## src/rtl/stream_mux_rr.sv

```systemverilog
// stream_mux_rr: N_IN-channel valid/ready stream mux with round-robin
// arbitration and a registered single-beat output stage (1 beat/cycle).
// Optional packet lock: define STREAM_MUX_PKT_LOCK_EN to keep the grant on
// one channel from its first beat until its in_last beat.
module stream_mux_rr #(
  parameter int DATA_W = 8,
  parameter int N_IN   = 4,
  parameter int SEL_W  = ($clog2(N_IN) <= 0) ? 1 : $clog2(N_IN)
) (
  input  logic              clk,
  input  logic              rst_n,
  input  logic [DATA_W-1:0] in_data [N_IN-1:0],
  input  logic [N_IN-1:0]   in_valid,
  input  logic [N_IN-1:0]   in_last,
  output logic [N_IN-1:0]   in_ready,
  output logic [DATA_W-1:0] out_data,
  output logic              out_last,
  output logic [SEL_W-1:0]  out_sel,
  output logic              out_valid,
  input  logic              out_ready
);

  localparam logic [SEL_W-1:0] LAST_CH = SEL_W'(N_IN - 1);
  localparam logic [SEL_W:0]   N_EXT   = (SEL_W+1)'(N_IN);

  logic [SEL_W-1:0] rr_ptr;
  logic [SEL_W-1:0] s_grant, grant;
  logic             s_hit, hit;
  logic [SEL_W:0]   cand;
  logic             load, xfer, commit;

  // Output register is empty or is being drained this cycle.
  assign load = !out_valid || out_ready;
  assign xfer = load && hit;

  // Round-robin search: first valid channel at or after rr_ptr, wrapping.
  always_comb begin
    s_grant = rr_ptr;
    s_hit   = 1'b0;
    cand    = '0;
    for (int k = 0; k < N_IN; k++) begin
      cand = {1'b0, rr_ptr} + (SEL_W+1)'(k);
      if (cand >= N_EXT) cand = cand - N_EXT;
      if (!s_hit && in_valid[cand[SEL_W-1:0]]) begin
        s_hit   = 1'b1;
        s_grant = cand[SEL_W-1:0];
      end
    end
  end

`ifdef STREAM_MUX_PKT_LOCK_EN
  typedef enum logic {IDLE, LOCKED} state_t;
  state_t           state, state_d;
  logic [SEL_W-1:0] lock_ch, lock_d;

  // While locked, the packet owner keeps the grant even when it idles.
  always_comb begin
    grant = s_grant;
    hit   = s_hit;
    if (state == LOCKED) begin
      grant = lock_ch;
      hit   = in_valid[lock_ch];
    end
  end

  // Only the last beat of a packet advances the round-robin pointer.
  assign commit = xfer && in_last[grant];

  // Lock state register; a reset drops any partial packet.
  always_ff @(posedge clk or negedge rst_n) begin
    if (!rst_n) begin
      state   <= IDLE;
      lock_ch <= '0;
    end else begin
      state   <= state_d;
      lock_ch <= lock_d;
    end
  end

  // Lock on a non-last first beat, unlock on the last beat.
  always_comb begin
    state_d = state;
    lock_d  = lock_ch;
    case (state)
      IDLE: if (xfer && !in_last[grant]) begin
        state_d = LOCKED;
        lock_d  = grant;
      end
      LOCKED: if (xfer && in_last[grant]) state_d = IDLE;
      default: state_d = IDLE;
    endcase
  end
`else
  assign grant  = s_grant;
  assign hit    = s_hit;
  assign commit = xfer;
`endif

  // Per-channel accept: only the grant winner, never during reset.
  for (genvar i = 0; i < N_IN; i++) begin : g_rdy
    assign in_ready[i] = rst_n && load && hit && (grant == SEL_W'(i));
  end

  // Advance the pointer past the committing channel, explicit wrap.
  always_ff @(posedge clk or negedge rst_n) begin
    if (!rst_n)      rr_ptr <= '0;
    else if (commit) rr_ptr <= (grant == LAST_CH) ? '0 : grant + 1'b1;
  end

  // Output stage: load the winner's beat, hold under backpressure.
  always_ff @(posedge clk or negedge rst_n) begin
    if (!rst_n) begin
      out_valid <= 1'b0;
      out_data  <= '0;
      out_last  <= 1'b0;
      out_sel   <= '0;
    end else if (load) begin
      out_valid <= xfer;
      if (xfer) begin
        out_data <= in_data[grant];
        out_last <= in_last[grant];
        out_sel  <= grant;
      end
    end
  end

endmodule

```

## config.mk

```make
export PLATFORM = sky130hd
export DESIGN_NAME = stream_mux_rr
export DESIGN_NICKNAME = d
export VERILOG_FILES = /design/src/rtl/stream_mux_rr.sv
export SDC_FILE = /design/constraint.sdc
export NUM_CORES = 1
export LEC_CHECK = 0
export BUFFER_PORTS_ARGS = -buffer_cell sky130_fd_sc_hd__buf_2
export CORE_ASPECT_RATIO = 1.4
export CORE_UTILIZATION = 25
export CTS_CLUSTER_SIZE = 8
export DETAILED_ROUTE_END_ITERATION = 8
export PLACE_DENSITY = 0.59
export SYNTH_ARGS = -nofsm -noshare
export SYNTH_HDL_FRONTEND = slang
export SYNTH_SLANG_ARGS = --single-unit
export TNS_END_PERCENT = 1
```

## constraint.sdc

```tcl
create_clock -name clk -period 2.7 [get_ports clk]
set_input_delay 0.27 -clock clk [delete_from_list [all_inputs] [get_ports clk]]
set_output_delay 0.27 -clock clk [all_outputs]
set_load 0.01 [all_outputs]
```

# --- Word level (Yosys, flattened, before mapping) ---
# Cells that the tools add are included.
word_totals:
  regBits: 14
classes:
  n_reduce_logical: 17
  addsub: 8
  eq_ne: 3
  mux: 25
  order_cmp: 9
ops:
  columns: ["op", "count"]
  rows:
  - ["$mux W2", 9]
  - ["$bmux W8 S2", 1]
  - ["$lt A2 B3 Y1 const B", 5]
  - ["$bmux W1 S2", 5]
  - ["$logic_and A1 B1 Y1", 10]
  - ["$ge A3 B3 Y1 const B", 3]
  - ["$mux W1", 9]
  - ["$mux W8", 1]
  - ["$sub A2 B1 Y2 const B", 4]
  - ["$add A2 B2 Y3 const B", 2]
  - ["$eq A2 B2 Y1 const B", 2]
  - ["$logic_not A1 Y1", 4]
  - ["$add A2 B1 Y3 const B", 1]
  - ["$ge A2 B3 Y1 const B", 1]
  - ["$add A2 B1 Y2 const B", 1]
  - ["$eq A2 B1 Y1 const B", 1]
  - ["$logic_not A2 Y1", 1]
  - ["$reduce_and A2 Y1", 1]
  - ["$logic_or A1 B1 Y1", 1]

# --- Depth between registers and ports, before layout ---
logic_depth:
  word_depth: 16
  ltp_mapped: 8
  ltp_nobuf: 5

# --- Least setup slack after synthesis ---
# OpenSTA, ideal clock, no wires.
synth_path:
  path_type: "input to output"
  from: "in in_valid[0]"
  to: "out in_ready[3]"
  path_buffers: 2
  path_slack_ps: 1004
  cell_stages: 6
  required_time_ps: 2430
  arrival_time_ps: 1426
  cell_sequence: "buf_2 > nor3b_2 > nor3_1 > or3_1 > buf_2 > nor2_1"
synth_between:
  elab_chain_cells: 14
  word_cells_on_any_way: 25
  classes_between: "eq/ne: 1; mux: 16; reduce/logical: 8"
synth_rtl:
  columns: ["element", "line", "text"]
  rows:
  - ["from (decl)", "13", "input logic [N_IN-1:0] in_valid,"]
  - ["$bmux W1 S2", "44", "if (!s_hit && in_valid[cand[SEL_W-1:0]]) begin"]
  - ["$mux W1 (not written as such)", "44", null]
  - ["$mux W1", "44", null]
  - ["$logic_not A1 Y1", "44", null]
  - ["$logic_and A1 B1 Y1", "44", null]
  - ["$mux W1", "44", null]
  - ["$logic_not A1 Y1", "44", null]
  - ["$logic_and A1 B1 Y1", "44", null]
  - ["$mux W1", "44", null]
  - ["$logic_not A1 Y1", "44", null]
  - ["$logic_and A1 B1 Y1", "44", null]
  - ["$mux W2 or $mux W1 (tied branches)", "44", null]
  - ["$eq A2 B2 Y1 or $logic_and A1 B1 Y1 (tied branches)", "101", "assign in_ready[i] = rst_n && load && hit && (grant == SEL_W'(i));"]
  - ["$logic_and A1 B1 Y1 *", "101", null]
  - ["to (decl)", "15", "output logic [N_IN-1:0] in_ready,"]
# Mark *: on every way between the ends. The rest lies on a longest branch, timed or not. The select of a mux whose other input is x is not followed.

# --- Worst setup path after layout ---
layout_path:
  from: "reg rr_ptr[1]"
  to: "out in_ready[2]"
layout_between:
  elab_chain_cells: 16
  word_cells_on_any_way: 40
  classes_between: "add/sub: 7; order compare: 4; eq/ne: 1; mux: 20; reduce/logical: 8"
layout_rtl:
  columns: ["element", "line", "text"]
  rows:
  - ["from (decl)", "26", "logic [SEL_W-1:0] rr_ptr;"]
  - ["from (signal assigned)", "107", "else if (commit) rr_ptr <= (grant == LAST_CH) ? '0 : grant + 1'b1;"]
  - ["parallel branches: the longest is 15 deep, another holds $add A2 B1 Y3", null, null]
  - ["$logic_and A1 B1 Y1 *", "101", null]
# Mark *: on every way between the ends. The select of a mux whose other input is x is not followed.

==> flow_metrics.py <==
metrics = {
    "setup_path": {
        "cp_data_required_time_ns": 2.43,
        "crit_path_start": "rr_ptr[1]$_DFFE_PN0P_",
        "regToRegSetupSlack_ns": 0.60,
        "worstPathMaxFanout": 12,
        "critical-path-max-stage-delay_ns": 0.49,
        "crit_type": "reg -> out",
        "number_of_cells_traversed_by_the_worst_register_to_register_path": 5,
        "crit_path_cell_trace": "or3_1 -> o2111ai_1 -> nand2_1 -> nand3_1 -> nor2_1 -> buf_2",
        "critical_path.slowest_cell": "dfrtp_1",
        "worstSetupStartpointType": "flip-flop",
        "cp_data_arrival_time_ns": 2.07,
        "endpoint_kind": "output pin",
        "critical_path.reg2reg.endpoint": "out_last$_DFFE_PN0P_",
        "rr_startpoint": "rr_ptr[1]$_DFFE_PN0P_",
    },
    "grt": {
        "grtUsageMet1_pct": 17.9,
        "grt_antenna_before_repair": 0,
        "grt_first_pass_wirelength_mm": 5.11,
        "grt_use_met2_pct": 25.4,
        "grt_use_met3_pct": 3.33,
        "grt_busiest_layer": "met2",
        "grt_pass1_vias": 1094,
        "grt_start_max_net_pins": 18,
        "overflow": 0,
        "total_routing_resource_utilization_after_global_routing_pct": 15.0,
    },
    "min_path": {
        "holdPathStages": 3,
        "hold_path_class": "in -> reg",
        "min_delay_worst_endpoint": "out_data[0]$_DFFE_PN0P_",
        "holdCritStartpoint": "in_data[16]",
    },
    "drt": {
        "vias_per_cell": 5.11,
        "first_pass_iters": 4,
        "drc_errors": 0,
        "drt-total-wl_mm": 3.05,
        "avgRoutedWirePerCell_microns": 13.7,
        "detailroute.via_count": 1140,
        "ant_nets": 0,
        "detailedRoute.firstIterationViolations": 61,
    },
    "floorplanning": {
        "ioPinCount": 59,
        "die_w_microns": 56.1,
        "design.die.area_sq_um": 4360,
        "num_rows": 27,
        "die-height_microns": 77.7,
        "placeableCoreArea_sq_um": 3920,
        "floorplan.initialDensity_pct": 26.1,
    },
    "logic_synthesis": {
        "number_of_distinct_library_cells_after_synthesis": 32,
        "synth.net_count": 166,
        "syn-mean-instance-area_sq_um": 8.32,
        "synth_seq_area_share_pct": 34.2,
        "yosys_register_bits": 14,
        "synthesis.instances": 123,
        "yosys_warnings": 0,
        "synth_area_sq_um": 1020,
    },
    "timing": {
        "timing_worst_slew_pin_value_ns": 0.723,
        "finalWorstPathRequiredPeriod_ns": 2.34,
        "final_max_slew_viol_count": 0,
        "relSlewSlack_pct": 51.8,
        "setup_viol": 0,
        "rsz0062_at_grt": "false",
        "finClkSkew_ns": 0.00113,
        "fin_setup_tns_ns": 0,
        "achievable-frequency_mhz": 427,
        "final_min_period_over_clock_period_pct": 86.8,
        "finalHoldViolations": 0,
    },
    "placement": {
        "routabilityCongestion": 0.770,
        "hpwl_mm": 2.36,
        "numPortBuffers": 58,
    },
    "power": {
        "cell_pwr_density_nw_per_um2": 697,
        "irDropWorstVdd_mv": 0.311,
        "static-leakage-power_nw": 0.673,
        "total_power_w": 0.000984,
    },
    "clock_tree": {
        "cts.repair_timing.setup_buffer_count": 0,
        "cts_root_buf": "clkbuf_8",
        "number_of_cts_inserted_buffers": 3,
        "clock_sinks": 14,
        "tritoncts_clock_tree": "built",
        "cts_buffer_depth": 2,
        "h-tree-depth": 1,
        "clk_latency_ns": 0.25,
        "clk_pin_slew_ns": 0.06,
    },
    "cells_and_area": {
        "area_growth_pct": 37.9,
        "antenna_cells": 0,
        "fillers": 434,
        "fin_nets": 224,
        "proportion_of_layout_cells_with_a_drive_suffix_above_1_pct": 42.2,
    },
    "status": {
        "run_status": "finished, final reports clean",
    },
    "job": {
        "timing.max_cap.violations": 0,
    },
}
## critical path: cells and delay by family (launching register included)
family	cells	cell delay (ns)
compound gates	1	0.20
buf+inv	1	0.16
flops	1	0.49
simple gates	4	0.98
## through the flow
| stage | worst slack (ns) | hold WS (ns) | cell area, sq um | util, % | instances |
|---|---|---|---|---|---|
| final | 0.356 | 0.315 | 1410 | 36.0 | 223 |
| after global routing | 0.225 | 0.339 | 1410 | 36.0 | 223 |
| after CTS | 0.360 | 0.318 | 1410 | 36.0 | 223 |
| after detailed placement | 0.621 | 0.213 | 1350 | 34.4 | 218 |
| after global placement | 0.671 | 0.217 | 1350 | 34.4 | 218 |
| after floorplan | 1.00 | -0.0256 | 1020 | - | 123 |
## placed cells by master (no fill, tap or decap), types with 2 or more instances in the layout
master and n:
o21ai_0 10, nand2b_1 5, a21oi_1 8, mux2_2 2
or3_1 2, nor3_1 2, nor2_1 15, or2_2 8
clkbuf_8 4, nand3_1 2, o22ai_1 9, buf_2 58
dfrtp_1 14, inv_1 2, a22oi_1 8, mux2i_1 8
buf_4 2, nand2_1 5
## state kept, by name (all words and copies together) (netlist names)
signal and flops:
out_last 1, out_valid 1, out_data 8, rr_ptr 2
out_sel 2
## area by class of cell
cell class	count	area (sq um)	share of cell area [%]
Sequential cell	14	350	24.8
Tap cell	43	53.8	3.81
Inverter	2	7.51	0.532
Multi-Input combinational cell	99	629	44.6
Timing Repair Buffer	61	315	22.3
Clock buffer	4	55.1	3.90
## cells by family (layout without fill, tap and decap cells)
logic type / count (synthesis) / after routing / share of synthesized area [%]
AND/OR/NAND/NOR: 45 / 45 / 23.1
multiplexers: 10 / 10 / 10.0
AO/OA/AOI/OAI: 44 / 44 / 28.4
buffers and inverters: 10 / 67 / 4.28
flip-flops: 14 / 14 / 34.2
## where the power goes
part	internal (W)	leakage [nW]	switching, W
Combinational	0.000204	0.489	0.000237
Clock	0.000129	0.0288	0.0000776
Sequential	0.000279	0.155	0.0000577
## synth_stat cells
library cell	number	area share, %
a22oi_1	8	5.9
clkbuf_1	3	1.1
inv_1	2	0.73
nor2_1	15	5.5
a32o_1	1	0.98
buf_2	5	2.4
and4_1	1	0.86
mux2_2	2	2.2
or2_2	8	4.9
or3_1	2	1.2
a21oi_1	8	3.9
nor3b_2	1	1.2
a21boi_1	1	0.73
o21ai_0	10	4.9
nand2b_1	5	3.1
and3_1	1	0.61
o31ai_2	1	1.2
o2111ai_1	1	0.86
nand3_1	2	0.98
and2_1	1	0.61
a31oi_1	1	0.61
o221ai_1	1	0.86
nor2b_1	1	0.61
o22ai_1	9	5.5
o41a_1	1	1.1
dfrtp_1	14	34
nand2_1	5	1.8
nand3b_1	1	0.73
o31a_1	1	0.86
mux2i_1	8	7.8
a311o_1	1	0.98
nor3_1	2	0.98
## per-layer routing
layer	part of all wire (%)	vias up	wire (microns)
met5	0	-	0
met3	6.2	7	189
met4	2.2	0	68
li1	-	570	-
met1	43	522	1300
met2	49	41	1490
## repair_timing
item	in CTS	in global routing
gates resized for setup	0	0
hold buffers	1	0
hold endpoints to repair	14	0
## worst max path at each step
| stage | to | slack (ns) | depth (start not counted) |
|---|---|---|---|
| after detailed placement | out_last$_DFFE_PN0P_ | 0.62 | 5 |
| after floorplan | in_ready[3] | 1.00 | 6 |
| final | in_ready[2] | 0.36 | 6 |
| after global routing | in_ready[2] | 0.23 | 6 |
| after global placement | out_last$_DFFE_PN0P_ | 0.67 | 5 |
| after CTS | in_ready[2] | 0.36 | 6 |
No activity file was read; power rests on OpenSTA's default activity.
